$ cat config.mk
export PLATFORM = sky130hd
export DESIGN_NAME = arith_unit_serial_flat
export DESIGN_NICKNAME = d
export VERILOG_FILES = /design/src/rtl/arith_unit_serial_if.sv /design/src/rtl/arith_unit_serial.sv /design/src/flat_wrapper.sv
export SDC_FILE = /design/constraint.sdc
export NUM_CORES = 1
export LEC_CHECK = 0
export ABC_CLOCK_PERIOD_IN_PS = 9100
export CORE_MARGIN = 2
export CORE_UTILIZATION = 35
export CTS_BUF_LIST = sky130_fd_sc_hd__clkbuf_8
export CTS_CLUSTER_SIZE = 30
export DETAILED_ROUTE_END_ITERATION = 12
export GPL_TIMING_DRIVEN = 0
export PLACE_DENSITY = 0.6
export SLEW_MARGIN = 20
export SYNTH_ARGS = -nofsm -noshare
export SYNTH_HDL_FRONTEND = slang
export SYNTH_SLANG_ARGS = --single-unit
$ cat constraint.sdc
create_clock -name clk -period 9.1 [get_ports clk]
set_clock_uncertainty 0.05 [all_clocks]
set_input_delay 1.82 -clock clk [delete_from_list [all_inputs] [get_ports clk]]
set_output_delay 1.82 -clock clk [all_outputs]
set_load 0.03 [all_outputs]
$ cat src/rtl/arith_unit_serial_if.sv
// Operand/result bus of the digit-serial arithmetic unit.
// The master drives the request and operands; the slave returns the result and flags.
interface arith_unit_serial_if #(
  parameter int unsigned WIDTH = 8
);
  logic             start;
  logic [1:0]       S;
  logic             Cin;
  logic [WIDTH-1:0] A;
  logic [WIDTH-1:0] B;
  logic             ready;
  logic             done;
  logic [WIDTH-1:0] D;
  logic             Cout;
  logic             Z;
  logic             N;
  logic             V;

  modport master (
    output start, S, Cin, A, B,
    input  ready, done, D, Cout, Z, N, V
  );

  modport slave (
    input  start, S, Cin, A, B,
    output ready, done, D, Cout, Z, N, V
  );
endinterface

$ cat src/rtl/arith_unit_serial.sv
// Digit-serial four-mode adder: CHUNK bits per clock through one shared adder slice.
// Result and flags are held from the done pulse until the next operation completes.
module arith_unit_serial #(
  parameter int unsigned WIDTH = 8,
  parameter int unsigned CHUNK = 2
) (
  input  logic               clk,
  input  logic               rst_n,
  arith_unit_serial_if.slave bus
);

  localparam int unsigned NCHUNK = WIDTH / CHUNK;
  localparam int unsigned KW     = (NCHUNK > 1) ? $clog2(NCHUNK) : 1;

  typedef enum logic [1:0] {
    IDLE = 2'd0,
    RUN  = 2'd1,
    DONE = 2'd2
  } state_t;

  state_t           state_q, state_d;
  logic [WIDTH-1:0] a_q, a_d, b_q, b_d;
  logic [1:0]       s_q, s_d;
  logic             carry_q, carry_d;
  logic [KW-1:0]    k_q, k_d;
  logic [WIDTH-1:0] res_q, res_d;
  logic [WIDTH-1:0] d_q, d_d;
  logic             ready_q, ready_d;
  logic             done_q, done_d;
  logic             cout_q, cout_d;
  logic             z_q, z_d;
  logic             n_q, n_d;
  logic             v_q, v_d;

  logic [WIDTH-1:0] x_op, y_op, merged;
  logic [CHUNK-1:0] x_slice, y_slice;
  logic [CHUNK:0]   sum;
  logic             c_msb;
  int unsigned      shamt;

  // Operand select on the latched copies
  always_comb begin
    x_op = a_q;
    y_op = b_q;
    case (s_q)
      2'b00:   begin x_op = a_q;  y_op = b_q;  end
      2'b01:   begin x_op = a_q;  y_op = ~b_q; end
      2'b10:   begin x_op = ~a_q; y_op = b_q;  end
      default: begin x_op = '0;   y_op = ~b_q; end
    endcase
  end

  // Shared CHUNK-bit adder slice for the chunk selected by k
  always_comb begin
    shamt   = 32'(k_q) * CHUNK;
    x_slice = CHUNK'(x_op >> shamt);
    y_slice = CHUNK'(y_op >> shamt);
    sum     = (CHUNK+1)'(x_slice) + (CHUNK+1)'(y_slice) + (CHUNK+1)'(carry_q);
    // carry into the slice's top bit recovered from its sum bit
    c_msb   = sum[CHUNK-1] ^ x_slice[CHUNK-1] ^ y_slice[CHUNK-1];
    merged  = (res_q & ~(WIDTH'({CHUNK{1'b1}}) << shamt))
            | (WIDTH'(sum[CHUNK-1:0]) << shamt);
  end

  // Next-state and next-output logic
  always_comb begin
    state_d = state_q;
    a_d     = a_q;
    b_d     = b_q;
    s_d     = s_q;
    carry_d = carry_q;
    k_d     = k_q;
    res_d   = res_q;
    d_d     = d_q;
    cout_d  = cout_q;
    z_d     = z_q;
    n_d     = n_q;
    v_d     = v_q;

    case (state_q)
      IDLE: begin
        if (bus.start) begin
          a_d     = bus.A;
          b_d     = bus.B;
          s_d     = bus.S;
          carry_d = bus.Cin;
          k_d     = '0;
          state_d = RUN;
        end
      end
      RUN: begin
        res_d   = merged;
        carry_d = sum[CHUNK];
        k_d     = k_q + KW'(1);
        if (k_q == KW'(NCHUNK - 1)) begin
          k_d     = '0;
          d_d     = merged;
          cout_d  = sum[CHUNK];
          z_d     = (merged == '0);
          n_d     = merged[WIDTH-1];
          v_d     = c_msb ^ sum[CHUNK];
          state_d = DONE;
        end
      end
      DONE:    state_d = IDLE;
      default: state_d = IDLE;
    endcase

    ready_d = (state_d == IDLE);
    done_d  = (state_d == DONE);
  end

  always_ff @(posedge clk) begin
    if (!rst_n) begin
      state_q <= IDLE;
      a_q     <= '0;
      b_q     <= '0;
      s_q     <= '0;
      carry_q <= 1'b0;
      k_q     <= '0;
      res_q   <= '0;
      d_q     <= '0;
      ready_q <= 1'b1;
      done_q  <= 1'b0;
      cout_q  <= 1'b0;
      z_q     <= 1'b1;
      n_q     <= 1'b0;
      v_q     <= 1'b0;
    end else begin
      state_q <= state_d;
      a_q     <= a_d;
      b_q     <= b_d;
      s_q     <= s_d;
      carry_q <= carry_d;
      k_q     <= k_d;
      res_q   <= res_d;
      d_q     <= d_d;
      ready_q <= ready_d;
      done_q  <= done_d;
      cout_q  <= cout_d;
      z_q     <= z_d;
      n_q     <= n_d;
      v_q     <= v_d;
    end
  end

  assign bus.ready = ready_q;
  assign bus.done  = done_q;
  assign bus.D     = d_q;
  assign bus.Cout  = cout_q;
  assign bus.Z     = z_q;
  assign bus.N     = n_q;
  assign bus.V     = v_q;

endmodule

$ cat src/flat_wrapper.sv
// flat-port wrapper written by rule: the top's interface ports become plain ports
module arith_unit_serial_flat 
#(
  parameter int unsigned WIDTH = 8,
  parameter int unsigned CHUNK = 2
)
  (clk, rst_n, bus_start, bus_S, bus_Cin, bus_A, bus_B, bus_ready, bus_done, bus_D, bus_Cout, bus_Z, bus_N, bus_V);
  arith_unit_serial_if #(.WIDTH(WIDTH)) bus_i ();
  input  logic clk;
  input  logic rst_n;
  input wire logic [$bits(bus_i.start)-1:0] bus_start;
  input wire logic [$bits(bus_i.S)-1:0] bus_S;
  input wire logic [$bits(bus_i.Cin)-1:0] bus_Cin;
  input wire logic [$bits(bus_i.A)-1:0] bus_A;
  input wire logic [$bits(bus_i.B)-1:0] bus_B;
  output wire logic [$bits(bus_i.ready)-1:0] bus_ready;
  output wire logic [$bits(bus_i.done)-1:0] bus_done;
  output wire logic [$bits(bus_i.D)-1:0] bus_D;
  output wire logic [$bits(bus_i.Cout)-1:0] bus_Cout;
  output wire logic [$bits(bus_i.Z)-1:0] bus_Z;
  output wire logic [$bits(bus_i.N)-1:0] bus_N;
  output wire logic [$bits(bus_i.V)-1:0] bus_V;
  assign bus_i.start = bus_start;
  assign bus_i.S = bus_S;
  assign bus_i.Cin = bus_Cin;
  assign bus_i.A = bus_A;
  assign bus_i.B = bus_B;
  assign bus_ready = bus_i.ready;
  assign bus_done = bus_i.done;
  assign bus_D = bus_i.D;
  assign bus_Cout = bus_i.Cout;
  assign bus_Z = bus_i.Z;
  assign bus_N = bus_i.N;
  assign bus_V = bus_i.V;
  arith_unit_serial #(.WIDTH(WIDTH), .CHUNK(CHUNK)) u_core (.clk(clk), .rst_n(rst_n), .bus(bus_i));
endmodule
**Word-level counts from Yosys, hierarchy flattened**

Index checks and enable logic that the tools add are counted.

- Add/subtract/negate cells: 3
- Bitwise gates (word level): 8
- Reduce and logical (&&, ||, !) cells: 10
- Shifts and indexed selects: 4
- Multiplexer cells: 10
- Equality and inequality tests: 6

Operator list:

| operator | number |
|---|---|
| 8-bit inverter | 3 |
| 8-bit one-hot mux with 2 select lines | 1 |
| 8-bit by 3-bit right shift with 2-bit output | 2 |
| 8-bit AND | 1 |
| 8-bit logical NOT | 1 |
| 2-bit two-way mux | 4 |
| 8-bit two-way mux | 1 |
| 8-bit OR | 1 |
| 2-bit one-hot mux with 2 select lines | 2 |
| 2-bit by 3-bit << shifter with 8-bit output | 1 |
| 2-bit by 3-bit << shifter with 8-bit output, first input constant | 1 |
| 2-bit equality test, second input constant | 3 |
| 2-bit logical NOT | 3 |
| 2-bit AND reduction | 3 |
| 2-bit by 1-bit equality test with 1-bit output, second input constant | 2 |
| 2-bit OR reduction | 2 |
| 2-bit by 2-bit adder with 3-bit output | 1 |
| 3-bit by 1-bit adder with 3-bit output | 1 |
| 1-bit bitwise XOR | 3 |
| 2-bit by 1-bit adder with 2-bit output, second input constant | 1 |
| 2-bit != test, second input constant | 1 |
| 1-bit one-hot mux with 2 select lines | 1 |
| 2-bit nonzero test | 1 |
| 1-bit two-way mux | 1 |

- Logic and storage cells: 55
- Flip-flop bits (word level): 45

**Logic depth before layout (Yosys ltp)**

Gate-level depths: netlist of the first run.

- Word-level depth: 9
- Gate-level depth with buffers: 9

**Worst setup path after synthesis of the first run**

No wires, ideal clock.

- Kind: register to register
- From: reg u_core.k_q[0]
- To: reg u_core.v_q, in the netlist u_core.bus.V
- Buffers on the path: 2
- Stages on the path, launching flop included: 10
- Data arrival time: 2.718 ns
- Library setup time: 0.115 ns
- Slack: 6.217 ns
- Cells stage by stage: dfxtp_1 buf_6 mux4_1 xor2_1 fa_1 fa_1 buf_2 xnor2_1 xnor3_1 o21ba_1

- Longest elaborated chain between the ends: 6
- Elaborated cells between the ends (all ways): 9
- Classes of those cells: add/sub (2); eq/ne (1); shift (2); bitwise (3); reduce/logical (1)

RTL lines:

| item | RTL line | RTL |
|---|---|---|
| start: declaration | arith_unit_serial.sv:25 | `logic [KW-1:0] k_q, k_d;` |
| start signal: assignment | arith_unit_serial.sv:135 | `k_q <= k_d;` |
| 8-bit by 3-bit right shift with 2-bit output (on tied branches) | arith_unit_serial.sv:56, arith_unit_serial.sv:57 |  |
| 2-bit by 2-bit adder with 3-bit output | arith_unit_serial.sv:58 | `sum = (CHUNK+1)'(x_slice) + (CHUNK+1)'(y_slice) + (CHUNK+1)'(carry_q);` |
| 3-bit by 1-bit adder with 3-bit output | arith_unit_serial.sv:58 |  |
| 1-bit bitwise XOR (2 in series) | arith_unit_serial.sv:60 | `c_msb = sum[CHUNK-1] ^ x_slice[CHUNK-1] ^ y_slice[CHUNK-1];` |
| 1-bit bitwise XOR | arith_unit_serial.sv:101 | `v_d = c_msb ^ sum[CHUNK];` |
| end signal: assignment | arith_unit_serial.sv:143 | `v_q <= v_d;` |
| end: declaration | arith_unit_serial.sv:33 | `logic v_q, v_d;` |

Several ways; a longest one is shown, not always the timed one.
A chain may end at the register's enable or synchronous reset.

**Worst setup path after layout of the first run**

- From: reg u_core.d_q[7], in the netlist u_core.bus.D[7]
- To: out bus_D[7]

RTL lines:

| item | RTL line | RTL |
|---|---|---|
| start: declaration | arith_unit_serial.sv:27 | `logic [WIDTH-1:0] d_q, d_d;` |
| start signal: assignment | arith_unit_serial.sv:122 | `d_q <= '0;` |
| start signal: assignment | arith_unit_serial.sv:137 | `d_q <= d_d;` |
| end: declaration | flat_wrapper.sv:18 | `output wire logic [$bits(bus_i.D)-1:0] bus_D;` |

No word-level cell between the ends.

==> flow_metrics.tcl, run 1 <==
set metrics [dict create \
    groute.usage.overall 0.149 \
    rr_worst_depth 9 \
    drive_above_1_share 0.0506 \
    required_ps 7230 \
    antenna_cells 0 \
    relSlewSlack 0.683 \
    endpoint "bus_D[7]" \
    syn_inst 215 \
    grt_overflow_total 0 \
    grt_pass1_vias 1481 \
    vias_per_cell 4.72 \
    io_buffers 35 \
    cts.root.buffer_cell "clkbuf_8" \
    grt_pass1_wl_um 7000 \
    cts_max_level 2 \
    clock-sinks 42 \
    vdd_drop_max_mv 0.0900 \
    path_clk_slew_ps 70 \
    crit_type "reg -> out" \
    critPathSlowestCell "clkdlybuf4s50_1" \
    synth_edf_count 0 \
    core_area_mm2 0.00514 \
    synth_flop_cell "dfxtp_1" \
    ff2ff_setup_slack_ps 5870 \
    n_fill_cell 528 \
    clk_latency_ps 290 \
    dr.first_iter.drc_count 65 \
    ys_types 36 \
    die_w_um 77.3 \
    wirelength_um 4170 \
    worst_ep_arrival_time_ps 1430 \
    fin_setup_tns_ps 0 \
    async_flop_share 0 \
    cp_cell_sequence "buf_4 > clkdlybuf4s50_1" \
    hold_start "u_core.b_q[0]" \
    start_util 0.366 \
    yosys_warnings 0 \
    cts_inserted_buffers 5 \
    r2r_end "u_core.bus.V" \
    hpwl_um 3020 \
    max_freq_mhz 303 \
    cts_resized 0 \
    cts_buffer_depth 2 \
    status "finished, final reports clean" \
    period_share 0.363 \
    syn_nets 243 \
    syn_area_mm2 0.00188 \
    final_net_count 285 \
    fin_crit_ps 3300 \
    avgSynthCellArea_um2 8.75 \
    antenna_left 0 \
    vias 1545 \
    cts-hold-fix-buffers 0 \
    cts_tree "done" \
    seq_area_um2 841 \
    cpPeakStageDelay_ps 650 \
    drt-wirelength-per-cell_um 12.8 \
    setup_viol 0 \
    startpoint "u_core.bus.D[7]" \
    worst_pin_slew_ps 475 \
    grt_max_degree 12 \
    cp-end-kind "output port" \
    drtPass1Iterations 4 \
    min-delay-path-class "reg -> reg" \
    die_height_um 77.3 \
    synth_seq_area_share 0.447 \
    reg2reg_from "u_core.k_q[1]" \
    multi_input_area_um2 943 \
    hold_viol 0 \
    gp_congestion 0.801 \
    worstPathMaxFanout 3 \
    post-cts-setup-buffers 0 \
    die_area_mm2 0.00598 \
    ys_ff_latch 42 \
    io-pin-count 36 \
    slew_viol_final 0 \
    final_util 0.466 \
    powerDensity_mw_per_mm2 157 \
    rsz0062_at_grt "false" \
    rows 26 \
    startpoint_type "register" \
    drc 0 \
    syn_to_final_growth_pct 27.3 \
    antenna_found_initial 0 \
    p_leak_nw 0.893 \
    max_cap_violations 0 \
]
metrics by stage:
step	hold slack [ps]	std cells	area (µm²)	worst slack [ps]	power (mW)
finish	403	327	2400	5800	0.375
global route	418	327	2400	5640	0.396
CTS	403	327	2400	5760	0.381
detailed placement	393	320	2320	5460	0.270
global placement	390	320	2320	5520	0.270
floorplan	382	215	1880	6220	0.246
worst min-delay path by stage:
stage / endpoint / slack (ps) / cells after the start
3_5_place_dp: u_core.a_q[2] / 390 / 2
6_report: u_core.b_q[0] / 400 / 2
3_3_place_gp: u_core.a_q[2] / 390 / 2
5_1_grt: u_core.b_q[0] / 420 / 2
4_1_cts: u_core.a_q[2] / 400 / 2
2_1_floorplan: u_core.a_q[2] / 380 / 2
worst max-delay path, delay by kind of cell, from the launching register on:
family,cells,cell delay [ps]
buffers and inverters,2,770
flip-flops,1,370
layer usage:
layer  up-vias  track usage  wire length (µm)
li1        805            -                 -
met1       709        0.206              2160
met2        27        0.226              1830
met3         4       0.0400               146
met4         0       0.0482                42
met5         -            0                 0
cells by family after synthesis:
logic type / count (synthesis) / share of synthesized area
AOI/OAI and AO/OA: 48 / 0.150
xor gates and xnor gates: 4 / 0.0259
adders and majority gates: 6 / 0.0479
buffers and inverters: 22 / 0.0519
DFF: 42 / 0.447
muxes: 7 / 0.0765
and+or+nand+nor: 86 / 0.201
flip-flops by register name, indices dropped and copies added (netlist names), 2 cells and up:
register and flops:
u_core.s_q 2, u_core.k_q 2, u_core.bus.D 8, u_core.state_q 2, u_core.res_q 6, u_core.b_q 8, u_core.a_q 8
cell type report:
| class | count | share of cell area |
|---|---|---|
| clock inverter | 2 | 0.00313 |
| tap | 70 | 0.0366 |
| clock buffer | 5 | 0.0287 |
| inverter | 5 | 0.00783 |
| multi-input combinational | 151 | 0.394 |
| sequential | 42 | 0.351 |
| timing repair buffer | 35 | 0.146 |
| buffer | 17 | 0.0329 |
where the power goes:
part           internal, mW  switching (mW)
combinational        0.0324          0.0370
clock                0.0506          0.0588
sequential            0.192         0.00475
total                 0.275           0.101
synthesized netlist by cell type (all sizes together) (3+ instances only):
master	n	share of area
mux4	4	0.054
nor2	21	0.042
ha	4	0.027
nor3	3	0.0080
inv	4	0.0080
clkbuf	12	0.024
o21ai	4	0.011
buf	5	0.018
nor2b	9	0.030
a211oi	10	0.040
dfxtp	42	0.45
a22oi	3	0.012
a21oi	28	0.074
nand2	42	0.084
mux2i	3	0.023
cells in the final DEF, fill, tap and decap left out, types with 2 or more instances in the layout:
| cell type | n |
|---|---|
| nor3_1 | 3 |
| nand3_1 | 2 |
| o21ai_0 | 4 |
| a21oi_1 | 28 |
| a211oi_1 | 10 |
| mux4_1 | 3 |
| ha_1 | 4 |
| nor2b_1 | 9 |
| nand4_1 | 2 |
| inv_1 | 6 |
| a22oi_1 | 3 |
| fa_1 | 2 |
| clkbuf_1 | 12 |
| buf_2 | 3 |
| clkbuf_8 | 5 |
| nor2_1 | 21 |
| mux2i_1 | 2 |
| dfxtp_1 | 42 |
| clkdlybuf4s50_1 | 35 |
| nand2_1 | 42 |
| xor2_1 | 2 |
No activity file was read; power rests on OpenSTA's default activity.
==> run 2: changes to the inputs <==
Settings changed: ABC_CLOCK_PERIOD_IN_PS 9100 to 3100.
Clock period 9.1 ns to 3.1 ns, I/O delays scaled along.
==> run 2 against run 1 <==
Against the previous run: worst hold slack gained 2.1 ps; cell area up 0.21%; register-to-register slack got worse by 5800 ps; non-clock buffer count is the same; utilization increased by 0.097 points; highest routed layer unchanged; critical path depth rose by 7; critical endpoint is now u_core.bus.V; clock power grew to 3.0 times the previous value; combinational power increased to 3.0 times the previous value; die area is the same; sequential share of layout area is 0.14 points higher; total power rose to 3.0 times the previous value; clock-buffer cell count unchanged.
==> flow_metrics.tcl, run 2 (synthesis results as in run 1) <==
set metrics [dict create \
    status "finished, final reports clean" \
    grt_overflow_total 0 \
    cts_inserted_buffers 5 \
    setup_viol 0 \
    groute.usage.overall 0.149 \
    worstPathMaxFanout 7 \
    rsz0062_at_grt "false" \
    p_leak_nw 0.887 \
    grt_max_degree 12 \
    hpwl_um 3020 \
    ff2ff_setup_slack_ps 110 \
    startpoint "u_core.k_q[0]" \
    hold_start "u_core.a_q[3]" \
    drt-wirelength-per-cell_um 12.9 \
    reg2reg_from "u_core.k_q[0]" \
    crit_type "reg -> reg" \
    period_share 0.964 \
    drive_above_1_share 0.0700 \
    top_layer_used "met4" \
    hold_viol 0 \
    rr_worst_depth 9 \
    dr_wl_met3_um 140 \
    grt_pass1_vias 1476 \
    antenna_left 0 \
    worst_pin_slew_ps 487 \
    antenna_found_initial 0 \
    cpMostUsedCell "fa_1" \
    cpPeakStageDelay_ps 520 \
    critPathSlowestCell "mux4_2" \
    fin_area_mm2 0.00240 \
    min-delay-path-class "reg -> reg" \
    path_clk_slew_ps 70 \
    die_area_mm2 0.00598 \
    die_height_um 77.3 \
    cts_buffer_depth 2 \
    io-pin-count 36 \
    final_net_count 285 \
    die_w_um 77.3 \
    core_area_mm2 0.00514 \
    layout_commonest_cell "nand2_1" \
    cts.root.buffer_cell "clkbuf_8" \
    clock-sinks 42 \
    cp_cell_sequence "buf_8 > mux4_2 > xor2_1 > fa_1 > fa_1 > clkbuf_4 > xnor2_1 > xnor3_1 > o21ba_1" \
    required_ps 3240 \
    start_util 0.366 \
    vias_per_cell 4.74 \
    dr.first_iter.drc_count 91 \
    vdd_drop_max_mv 0.269 \
    cts_max_level 2 \
    max_freq_mhz 335 \
    syn_to_final_growth_pct 27.6 \
    worst_ep_arrival_time_ps 3130 \
    gp_congestion 0.801 \
    cp-end-kind "register" \
    fin_crit_ps 2990 \
    clk_latency_ps 290 \
    startpoint_type "register" \
    hold_ws_ps 405 \
    drt-met1-wl_um 2190 \
    io_buffers 35 \
    powerDensity_mw_per_mm2 462 \
    max_cap_violations 0 \
    drc 0 \
    wl_met2_um 1830 \
    wirelength_um 4220 \
    place_inst 320 \
    post-cts-setup-buffers 0 \
    cts-hold-fix-buffers 0 \
    drtPass1Iterations 4 \
    grt_pass1_wl_um 7000 \
    mostFrequentLayoutCells "nand2_1, dfxtp_1, clkdlybuf4s50_1" \
    min_path_cells 2 \
    rows 26 \
    total_power_mw 1.11 \
    layoutNonFillerInstCount 327 \
    relSlewSlack 0.675 \
    cts_tree "done" \
    antenna_cells 0 \
    vias 1551 \
    slew_viol_final 0 \
    dpl_cell_area_mm2 0.00232 \
]
==> run 2: power by group <==
| group | internal (mW) | leakage (nW) | switching [mW] |
|---|---|---|---|
| clock | 0.148 | 0.0466 | 0.175 |
| sequential | 0.563 | 0.344 | 0.0144 |
| combinational | 0.0988 | 0.496 | 0.109 |
==> run 2: what timing repair did <==
action	in CTS	in global routing
pin swaps	0	0
setup endpoints to repair	1	2
gates resized for setup	2	6
cloned	0	0
==> run 2: final cells by class <==
type                       instances  area (µm²)
tap                               70        87.6
sequential                        42         846
inverter                           5        18.8
timing repair buffer              35         350
multi-input combinational        151         936
fill                             526        2740
buffer                            17        86.3
clock inverter                     2        7.51
clock buffer                       5        68.8
==> run 2: final timing paths <==
kind / end
setup / recovery: u_core.bus.V
hold / removal: u_core.a_q[3]
setup reg to reg: u_core.bus.V
hold reg to reg: u_core.a_q[3]
==> run 2: metal layers <==
| metal | vias to the layer above | global-route usage |
|---|---|---|
| li1 | 805 | - |
| met1 | 722 | 0.208 |
| met2 | 20 | 0.223 |
| met3 | 4 | 0.0400 |
| met4 | 0 | 0.0482 |
| met5 | - | 0 |
==> run 2: worst max-delay path: cells and delay by family, from the launching register on <==
family,cells,cell delay (ps)
AO/OA/AOI/OAI,1,180
flip-flops,1,370
adder cells (fa/ha/maj),2,900
multiplexers,1,520
XOR/XNOR,3,560
buffers and inverters,2,310
==> run 2: through the flow <==
stage               utilization  setup TNS [ps]  setup slack [ps]
CTS                       0.467               0              20.4
finish                    0.467               0               111
detailed placement        0.451           -98.4             -98.4
global route              0.467               0              2.03
global placement          0.451            -119              -112
floorplan                     -               0               217
